**src/rtl/conv_result_writer_if.sv**
```systemverilog
// Result-input and byte-write bus of the convolution result writer.
// The producer/memory side uses master; the writer itself uses slave.
interface conv_result_writer_if #(
    parameter int ACC_W  = 32,
    parameter int ADDR_W = 32
);
    logic              in_valid;
    logic [ACC_W-1:0]  in_data;
    logic              in_ready;
    logic              mem_we;
    logic [ADDR_W-1:0] mem_addr;
    logic [7:0]        mem_wdata;

    modport master (
        output in_valid, in_data,
        input  in_ready, mem_we, mem_addr, mem_wdata
    );

    modport slave (
        input  in_valid, in_data,
        output in_ready, mem_we, mem_addr, mem_wdata
    );
endinterface

```
**src/rtl/conv_result_writer.sv**
```systemverilog
// Writes per-channel accumulator results as clamped bytes into a BMP pixel array,
// appending zero bytes so every row stride is a multiple of 4.
module conv_result_writer #(
    parameter int ACC_W  = 32,
    parameter int ADDR_W = 32,
    parameter int SHIFT  = 0
) (
    input  logic              Clk,
    input  logic              reset_n,
    input  logic              start,
    input  logic [ADDR_W-1:0] base_addr,
    input  logic [15:0]       img_cols,
    input  logic [15:0]       img_rows,
    conv_result_writer_if.slave bus,
    output logic              busy,
    output logic              done,
    output logic [15:0]       sat_count
);
    typedef enum logic [1:0] {IDLE, PIX, PAD, DONE} stateType;

    stateType          state, stateNext;
    logic [ADDR_W-1:0] rowBase;
    logic [17:0]       byteIdx, rowBytes, stride;
    logic [1:0]        padLen, padIdx;
    logic [15:0]       rowIdx, rowCount;
    logic              memWe;
    logic [ADDR_W-1:0] memAddr;
    logic [7:0]        memWdata;
    logic [15:0]       satCount;

    logic              handshake, padStep, endRow, lastRow, startAccept;
    logic [17:0]       newRowBytes;
    logic [1:0]        newPad;

    // Geometry derived from the live inputs; only captured on an accepted start.
    assign newRowBytes = 18'(img_cols) * 18'd3;
    assign newPad      = 2'(2'd0 - newRowBytes[1:0]);

    logic signed [ACC_W-1:0] shifted;
    logic                    isNeg, isOver;
    logic [7:0]              clampByte;

    assign shifted   = $signed(bus.in_data) >>> SHIFT;
    assign isNeg     = shifted[ACC_W-1];
    assign isOver    = !isNeg && (|shifted[ACC_W-2:8]);
    assign clampByte = isNeg ? 8'h00 : (isOver ? 8'hFF : shifted[7:0]);

    always_ff @(posedge Clk or negedge reset_n) begin
        if (!reset_n) begin
            state <= IDLE;
        end else begin
            // NOTE: non-blocking assignment so every register samples pre-edge values.
            state <= stateNext;
        end
    end

    always_comb begin
        // NOTE: defaults first so no path through the case leaves a signal unassigned (no latches).
        stateNext   = state;
        handshake   = 1'b0;
        padStep     = 1'b0;
        endRow      = 1'b0;
        startAccept = 1'b0;
        lastRow     = (rowIdx == rowCount - 16'd1);
        case (state)
            IDLE: begin
                if (start) begin
                    startAccept = 1'b1;
                    stateNext   = (img_cols == 16'd0 || img_rows == 16'd0) ? DONE : PIX;
                end
            end
            PIX: begin
                if (bus.in_valid) begin
                    handshake = 1'b1;
                    if (byteIdx == rowBytes - 18'd1) begin
                        if (padLen != 2'd0) begin
                            stateNext = PAD;
                        end else begin
                            endRow    = 1'b1;
                            stateNext = lastRow ? DONE : PIX;
                        end
                    end
                end
            end
            PAD: begin
                padStep = 1'b1;
                if (padIdx == padLen - 2'd1) begin
                    endRow    = 1'b1;
                    stateNext = lastRow ? DONE : PIX;
                end
            end
            DONE: stateNext = IDLE;
        endcase
    end

    always_ff @(posedge Clk or negedge reset_n) begin
        if (!reset_n) begin
            rowBase  <= '0;
            byteIdx  <= '0;
            rowBytes <= '0;
            stride   <= '0;
            padLen   <= '0;
            padIdx   <= '0;
            rowIdx   <= '0;
            rowCount <= '0;
            memWe    <= 1'b0;
            memAddr  <= '0;
            memWdata <= '0;
            satCount <= '0;
        end else begin
            memWe <= 1'b0;
            if (startAccept) begin
                rowBase  <= base_addr;
                rowBytes <= newRowBytes;
                padLen   <= newPad;
                stride   <= newRowBytes + 18'(newPad);
                rowCount <= img_rows;
                rowIdx   <= '0;
                byteIdx  <= '0;
                padIdx   <= '0;
                satCount <= '0;
            end
            if (handshake) begin
                memWe    <= 1'b1;
                memAddr  <= rowBase + ADDR_W'(byteIdx);
                memWdata <= clampByte;
                byteIdx  <= byteIdx + 18'd1;
                if ((isNeg || isOver) && satCount != 16'hFFFF) begin
                    satCount <= satCount + 16'd1;
                end
            end
            if (padStep) begin
                memWe    <= 1'b1;
                memAddr  <= rowBase + ADDR_W'(byteIdx);
                memWdata <= 8'h00;
                byteIdx  <= byteIdx + 18'd1;
                padIdx   <= padIdx + 2'd1;
            end
            // Placed last so the row restart overrides the per-byte increments above.
            if (endRow) begin
                rowIdx  <= rowIdx + 16'd1;
                byteIdx <= '0;
                padIdx  <= '0;
                rowBase <= rowBase + ADDR_W'(stride);
            end
        end
    end

    assign bus.in_ready  = (state == PIX);
    assign bus.mem_we    = memWe;
    assign bus.mem_addr  = memAddr;
    assign bus.mem_wdata = memWdata;
    assign busy          = (state == PIX) || (state == PAD);
    assign done          = (state == DONE);
    assign sat_count     = satCount;
endmodule

```
**src/flat_wrapper.sv**
```systemverilog
// flat-port wrapper written by rule: the top's interface ports become plain ports
module conv_result_writer_flat 
#(
    parameter int ACC_W  = 32,
    parameter int ADDR_W = 32,
    parameter int SHIFT  = 0
)
  (Clk, reset_n, start, base_addr, img_cols, img_rows, busy, done, sat_count, bus_in_valid, bus_in_data, bus_in_ready, bus_mem_we, bus_mem_addr, bus_mem_wdata);
  conv_result_writer_if #(.ACC_W(ACC_W), .ADDR_W(ADDR_W)) bus_i ();
  input  logic Clk;
  input  logic reset_n;
  input  logic start;
  input  logic [ADDR_W-1:0] base_addr;
  input  logic [15:0] img_cols;
  input  logic [15:0] img_rows;
  output logic busy;
  output logic done;
  output logic [15:0] sat_count;
  input wire logic [$bits(bus_i.in_valid)-1:0] bus_in_valid;
  input wire logic [$bits(bus_i.in_data)-1:0] bus_in_data;
  output wire logic [$bits(bus_i.in_ready)-1:0] bus_in_ready;
  output wire logic [$bits(bus_i.mem_we)-1:0] bus_mem_we;
  output wire logic [$bits(bus_i.mem_addr)-1:0] bus_mem_addr;
  output wire logic [$bits(bus_i.mem_wdata)-1:0] bus_mem_wdata;
  assign bus_i.in_valid = bus_in_valid;
  assign bus_i.in_data = bus_in_data;
  assign bus_in_ready = bus_i.in_ready;
  assign bus_mem_we = bus_i.mem_we;
  assign bus_mem_addr = bus_i.mem_addr;
  assign bus_mem_wdata = bus_i.mem_wdata;
  conv_result_writer #(.ACC_W(ACC_W), .ADDR_W(ADDR_W), .SHIFT(SHIFT)) u_core (.Clk(Clk), .reset_n(reset_n), .start(start), .base_addr(base_addr), .img_cols(img_cols), .img_rows(img_rows), .bus(bus_i), .busy(busy), .done(done), .sat_count(sat_count));
endmodule
```
**config.mk**
```make
export PLATFORM = sky130hd
export DESIGN_NAME = conv_result_writer_flat
export DESIGN_NICKNAME = d
export VERILOG_FILES = /design/src/rtl/conv_result_writer_if.sv /design/src/rtl/conv_result_writer.sv /design/src/flat_wrapper.sv
export SDC_FILE = /design/constraint.sdc
export NUM_CORES = 1
export LEC_CHECK = 0
export ABC_AREA = 1
export CAP_MARGIN = 30
export CORE_MARGIN = 2
export CORE_UTILIZATION = 40
export DETAILED_ROUTE_END_ITERATION = 6
export SLEW_MARGIN = 5
export SYNTH_ARGS = -nofsm -noshare
export SYNTH_HDL_FRONTEND = slang
export SYNTH_SLANG_ARGS = --single-unit
```
**constraint.sdc**
```tcl
create_clock -name Clk -period 2.3 [get_ports Clk]
set_clock_uncertainty 0.2 [all_clocks]
set_input_delay 0.345 -clock Clk [delete_from_list [all_inputs] [get_ports Clk]]
set_output_delay 0.345 -clock Clk [all_outputs]
set_load 0.02 [all_outputs]
```
==> results of run 1 <==
-- layer usage --
layer / global-route usage [%] / share of wire (%)
met2: 42.2 / 46
met4: 8.25 / 2.2
met3: 3.68 / 5.4
met1: 36.6 / 46
met5: 0 / 0
-- through the flow --
| step | hold WS, ps | power (uW) | std cells | util [%] |
|---|---|---|---|---|
| CTS | 86.0 | 21400 | 2798 | 60.6 |
| finish | 99.1 | 22200 | 2822 | 63.4 |
| detailed placement | 20.4 | 17300 | 2719 | 55.0 |
| global placement | 14.7 | 17100 | 2719 | 55.0 |
| floorplan | -151 | 11800 | 1875 | - |
| global route | 115 | 23800 | 2821 | 63.4 |
-- sequential cells by signal (all words and copies together), names as in the netlist --
name	count
u_core.bus.mem_addr	32
u_core.bus.mem_wdata	8
u_core.bus.mem_we	1
u_core.byteIdx	18
u_core.padIdx	2
u_core.padLen	2
u_core.rowBase	32
u_core.rowBytes	17
u_core.rowCount	16
u_core.rowIdx	16
u_core.sat_count	16
u_core.state	2
u_core.stride	17
-- cell type report --
class,count,area share [%]
diodes,1,0.0122
clock buffers,17,2.07
clock inverters,15,0.906
inverters,183,3.35
multi-input cells,1461,45.5
flip-flops and latches,179,21.9
well taps,442,2.69
repair buffers,524,23.6
-- cell families after synthesis --
| group | Yosys count | share of synthesized area [%] |
|---|---|---|
| xor gates and xnor gates | 107 | 7.14 |
| buffers and inverters | 237 | 7.13 |
| adders and majority gates | 75 | 7.32 |
| and+or+nand+nor | 1035 | 34.3 |
| AOI/OAI and AO/OA | 242 | 9.99 |
| DFF | 179 | 34.1 |
-- critical path, stage by stage, from the launching register on --
cell	delay, ps
dfrtp_1	510
ha_1	370
a21oi_1	150
nand2_1	110
a21boi_1	300
o21ai_1	180
a21oi_1	360
nor2_1	100
xor2_1	160
nand2_1	80
nand3_1	80
-- final timing paths --
| check | to | from | cells past startpoint | slack (ps) |
|---|---|---|---|---|
| setup / recovery | u_core.rowBase[22] | u_core.rowBase[3] | 10 | -410 |
| hold / removal | u_core.rowCount[11] | reset_n | 2 | 100 |
| setup reg to reg | u_core.rowBase[22] | u_core.rowBase[3] | 10 | -410 |
| hold reg to reg | u_core.bus.mem_addr[28] | u_core.bus.mem_addr[28] | 2 | 280 |
| max in group asynchronous | u_core.byteIdx[5] | reset_n | 3 | 1120 |
| min in group Clk | u_core.padLen[1] | img_cols[0] | 5 | 130 |
-- cell usage in the layout, fill, tap and decap left out, drive strengths merged, types with 18 or more instances in the layout --
master / instances
nand2: 508
buf: 362
nand3: 230
inv: 192
dfrtp: 179
nor2: 178
clkdlybuf4s50: 141
o21ai: 124
xor2: 77
ha: 72
a21oi: 72
nand4: 52
xnor2: 30
clkbuf: 22
nor3: 22
nor4: 18
-- repair_timing --
item,in CTS,in global routing
endpoints found under the setup margin,113,121
gates cloned,8,4
resized for setup,202,154
endpoints found under the hold margin,179,0
setup buffers,39,24
hold buffers,1,0
pin swaps,63,90
-- cell usage after synthesis, types with 17 or more instances --
| master | count | area share [%] |
|---|---|---|
| nor4_1 | 18 | 0.86 |
| dfrtp_1 | 179 | 34 |
| nor2_1 | 170 | 4.9 |
| nor3_1 | 22 | 0.84 |
| nand2_1 | 503 | 14 |
| a21oi_1 | 72 | 2.7 |
| o21ai_0 | 107 | 4.1 |
| nand3_1 | 230 | 8.8 |
| ha_1 | 72 | 6.9 |
| clkbuf_1 | 32 | 0.91 |
| o21ai_1 | 17 | 0.65 |
| inv_1 | 177 | 5.1 |
| xnor2_1 | 30 | 2.0 |
| xor2_1 | 77 | 5.1 |
| nand4_1 | 52 | 2.5 |
-- where the power goes --
group / leakage, uW / switching (uW) / internal (uW)
sequential: 0.00228 / 1150 / 4290
combinational: 0.00711 / 7240 / 6370
clock: 0.000297 / 1490 / 1660
==> reports/results.txt, run 1 <==
Post-Place Cell Area: 17800 sq um
Antenna-violating nets left: 0
P&R area growth vs syn: 56.7%
CTS max path bufs: 2
Largest net degree at the start of global routing: 70
Synth warn: 0
Reg clk slew, reported paths: 80 ps
Rel. slew slack: 59.7%
Final hold violation count: 0
Setup Viol. Count Final: 88
Final #Nets: 2541
Die ar.: 34300 sq um
Post-synth EDFFs: 0
CP Max Fanout: 3
I/O pin count: 160
Status: complete, but fails checks
Final Critical Period: 2710 ps
Post-Syn Instances: 1875
Drt total wl: 45800 microns
Ys flop type: dfrtp_1
Crit path kind: reg2reg
CTS H-tree depth: 4
Fillers: 2829
Drt drc: 1
Cell variety after synth: 42
Synth Net Count: 2050
Slew Viols, Final: 0
Pre-CTS WS: -1010 ps
First-pass GRT wire length: 71300 microns
I/O Buffers: 159
Endpoint type of the worst setup path: register
Critical Path Source Type: register
Routed WL per cell: 16.2 microns
Initial antenna violation count: 1
Crit path DAT: 2840 ps
Layout cells sized above 1: 30.1%
Area of the multi-input gates: 9370 sq um
Inserted Clock Buffers: 17
P_leak: 0.00969 uW
Number of cell rows: 66
Number of global-route vias before repair: 13900
Final WS setup: -412 ps
Core area: 32500 sq um
Gr ovfl total: 0
Required time of the critical path: 2430 ps
Failing checks: design-rule violations, negative setup slack
Post-synthesis cell area: 13100 sq um
Cell Pwr Density: 1080 nW/um^2
First-pass detailed-route iteration total: 7
Slew @ Worst Pin: 599 ps
DRT iter0 DRCs: 972
Worst hold path class: in2async
Die Y: 185 microns
Initial Utilization: 40.5%
Setup TNS: -25040 ps
CTS tree: built
Fmax: 369 MHz
Routability Congestion: 0.946
RSZ-0062 raised after global routing: yes
Vias post-DR: 14600
Maximum capacitance violations: 0
Sequential cell area: 4500 sq um
Sequential share of the synthesized area: 34.1%
Total track usage: 26.3%
Die W: 185 microns
Ys async rst share: 100%
Worst VDD drop: 0.642 mV
Root buf cell: clkbuf_16
Avg Synthesized Cell Area: 7.00 sq um
Worst-Skew Late Latency: 460 ps
Clk sinks: 179
Vias per std cell: 5.17
Design Area, Final: 20600 sq um
Detailed Place HPWL: 32400 microns
Final cycle utilization of the critical path: 118%
Synthesis-stage register bit count: 179
No activity file was read; power rests on OpenSTA's default activity.
==> inputs of run 2 (changes only) <==
--- a/config.mk
+++ b/config.mk
@@ -10,7 +10,9 @@
 export CORE_MARGIN = 2
 export CORE_UTILIZATION = 40
 export DETAILED_ROUTE_END_ITERATION = 6
+export DONT_BUFFER_PORTS = 1
 export SLEW_MARGIN = 5
 export SYNTH_ARGS = -nofsm -noshare
 export SYNTH_HDL_FRONTEND = slang
 export SYNTH_SLANG_ARGS = --single-unit
+export TNS_END_PERCENT = 30
==> constraint.sdc (replaced) <==
create_clock -name Clk -period 2.85 [get_ports Clk]
set_clock_uncertainty 0.2 [all_clocks]
set_input_delay 0.4275 -clock Clk [delete_from_list [all_inputs] [get_ports Clk]]
set_output_delay 0.4275 -clock Clk [all_outputs]
set_load 0.02 [all_outputs]
==> run 2 against run 1 <==
  * The run ends with negative hold slack left
  * Non-clock buffer count down 406
  * Fmax fell by 1.2%
  * Clock power down 25%
  * Sequential share of layout area is 7.7 points higher
  * Die area unchanged
  * First-iteration DRC count fell by 17%
  * Via count fell by 14%
  * Sequential cell count unchanged
  * Combinational power down 51%
==> reports/results.txt, run 2 (synthesis gave the netlist of run 1 again) <==
Drt drc: 0 (-1)
GRT Max-Usage Layer: met2
CP Max Fanout: 5 (+2)
Number of global-route vias before repair: 12200 (-12%)
CTS max path bufs: 2 (unchanged)
Rel. slew slack: 65.5% (+5.8 points)
Crit path DAT: 2860 ps (+20 ps)
Setup Viol. Count Final: 0 (-100%)
Clk sinks: 179 (unchanged)
Commonest non-fill, non-tap cells in the layout: nand2_1, nand3_1, dfrtp_1
Slew Viols, Final: 0 (unchanged)
Maximum capacitance violations: 0 (unchanged)
Fmax: 364 MHz (-1.2%)
Routability Congestion: 0.909 (-3.9%)
Worst VDD drop: 0.498 mV (-22%)
CTS tree: built
Final #Nets: 2133 (-16%)
CTS H-tree depth: 4 (unchanged)
Critical path buffers and inverters: 1 (+1)
Root buf cell: clkbuf_16
Initial Utilization: 40.5% (unchanged)
Cell Pwr Density: 916 nW/um^2 (-15%)
Gr ovfl total: 0 (unchanged)
Die W: 185 microns (unchanged)
FF-to-FF Start: u_core.rowBase[17]
CP Cell Sequence: ha_1 > nand2_1 > nor2_1 > inv_1 > nor2_1 > nand4_1 > a31oi_1 > nand2_1 > xor2_1 > o21ai_0
Slew @ Worst Pin: 513 ps (-86.5 ps)
Crit path kind: reg2reg
Critical Path Source Type: register
R2r worst-path depth: 10 (unchanged)
Largest stage delay, worst path: 460 ps (-50 ps)
Commonest non-fill, non-tap cell in the layout: nand2_1
Failing checks: negative hold slack
Vias per std cell: 5.22 (+1.0%)
Top delay family on crit path: simple AND/OR/NAND/NOR gates
P_leak: 0.00727 uW (-25%)
Layout Utilization: 46.7% (-17 points)
Status: complete, but fails checks
Die Y: 185 microns (unchanged)
Hold WS: -534 ps (-633 ps)
RSZ-0062 raised after global routing: yes
Die ar.: 34300 sq um (unchanged)
Largest net degree at the start of global routing: 180 (+160%)
Worst-Skew Late Latency: 450 ps (about the same)
I/O pin count: 160 (unchanged)
Endpoint type of the worst setup path: register
DRT iter0 DRCs: 808 (-17%)
Final Critical Period: 2750 ps (+33.1 ps)
P&R area growth vs syn: 15.5%
Final cycle utilization of the critical path: 96.3% (-22 points)
Inserted Clock Buffers: 17 (unchanged)
Final hold violation count: 179 (+179)
I/O Buffers: 0 (-100%)
Layout cells sized above 1: 7.05% (-23 points)
Pwr Total: 13900 uW (-37%)
R2R Setup Slk: 100 ps (+520 ps)
Routed WL per cell: 15.8 microns (-2.4%)
Vias post-DR: 12600 (-14%)
Global-route met3 utilization: 3.68% (unchanged)
GRT met1 Usage: 31.9% (-4.7 points)
Required time of the critical path: 2960 ps (+530 ps)
Detailed Place HPWL: 28900 microns (-11%)
First-pass GRT wire length: 61900 microns (-13%)
Drt total wl: 38200 microns (-16%)
First-pass detailed-route iteration total: 6 (-1)
Reg2reg end: u_core.bus.mem_addr[30]
GR met2 Demand/Resource: 36.6% (-5.6 points)
Setup bufs post-CTS: 0 (-100%)
Antenna-violating nets left: 0 (unchanged)
Worst hold path class: in2async
Design Area, Final: 15200 sq um (-26%)
Reg clk slew, reported paths: 80 ps (about the same)
Number of cell rows: 66 (unchanged)
Initial antenna violation count: 4 (+3)
Critical path's slowest cell: dfrtp_1
Core area: 32500 sq um (unchanged)
Total track usage: 22.7% (-3.5 points)
Post-Place Cell Area: 14000 sq um (-22%)
-- run 2: power breakdown --
group | leakage (uW) | switching, uW | total [uW] | internal (uW)
clock network | 0.000274 | 1190 | 2350 | 1160
registers | 0.00229 | 1390 | 4830 | 3440
logic | 0.00470 | 4190 | 6700 | 2510
total | 0.00727 | 6770 | 13900 | 7110
-- run 2: layout make-up --
| cell class | count | area (sq um) |
|---|---|---|
| Fill cell | 3302 | 17300 |
| Multi-Input combinational cell | 1459 | 7800 |
| Sequential cell | 179 | 4480 |
| Timing Repair Buffer | 118 | 1060 |
| Inverter | 183 | 687 |
| Tap cell | 442 | 553 |
| Clock buffer | 17 | 425 |
| Clock inverter | 15 | 140 |
| Antenna cell | 3 | 7.51 |
-- run 2: worst max-delay path by stage --
stage / endpoint / slack, ps / start / cells past startpoint
after floorplan: u_core.stride[16] / 20 / img_cols[0] / 14
after global placement: u_core.stride[16] / -160 / img_cols[0] / 14
after detailed placement: u_core.stride[16] / -230 / img_cols[0] / 14
after CTS: u_core.rowBase[1] / 50 / u_core.rowBytes[1] / 16
after global routing: u_core.bus.mem_addr[27] / -40 / u_core.rowBase[2] / 15
final: u_core.bus.mem_addr[30] / 100 / u_core.rowBase[17] / 10
-- run 2: metrics by stage --
stage                     worst slack (ps)  TNS (ps)  std cells
after floorplan                       18.2         0       1875
after global placement                -159      -438       2328
after detailed placement              -227      -638       2328
after CTS                             52.2         0       2412
after global routing                 -38.6     -73.4       2414
final                                  104         0       2416
-- run 2: repair_timing --
action,4_1_cts,5_1_grt
gates resized for setup,0,21
endpoints found under the hold margin,231,180
endpoints found under the setup margin,0,77
hold buffers,52,1
-- run 2: layer usage --
layer  vias up  routed length [microns]
met1      5870                    18400
met3        30                     1970
li1       6380                        -
met2       326                    17300
met5         -                        9
met4         2                      534
-- run 2: worst register-to-register path: stages, from the launching register on --
cell     delay [ps]
dfrtp_1         460
ha_1            410
nand2_1         100
nor2_1          160
inv_1            60
nor2_1          170
nand4_1         310
a31oi_1         350
nand2_1         100
xor2_1          200
o21ai_0         100
==> inputs of run 3 (changes only) <==
--- a/config.mk
+++ b/config.mk
@@ -6,7 +6,6 @@
 export NUM_CORES = 1
 export LEC_CHECK = 0
 export ABC_AREA = 1
-export CAP_MARGIN = 30
 export CORE_MARGIN = 2
 export CORE_UTILIZATION = 40
 export DETAILED_ROUTE_END_ITERATION = 6
==> results of run 3 <==
Final layout, timing and power as in run 2 (identical DEF).
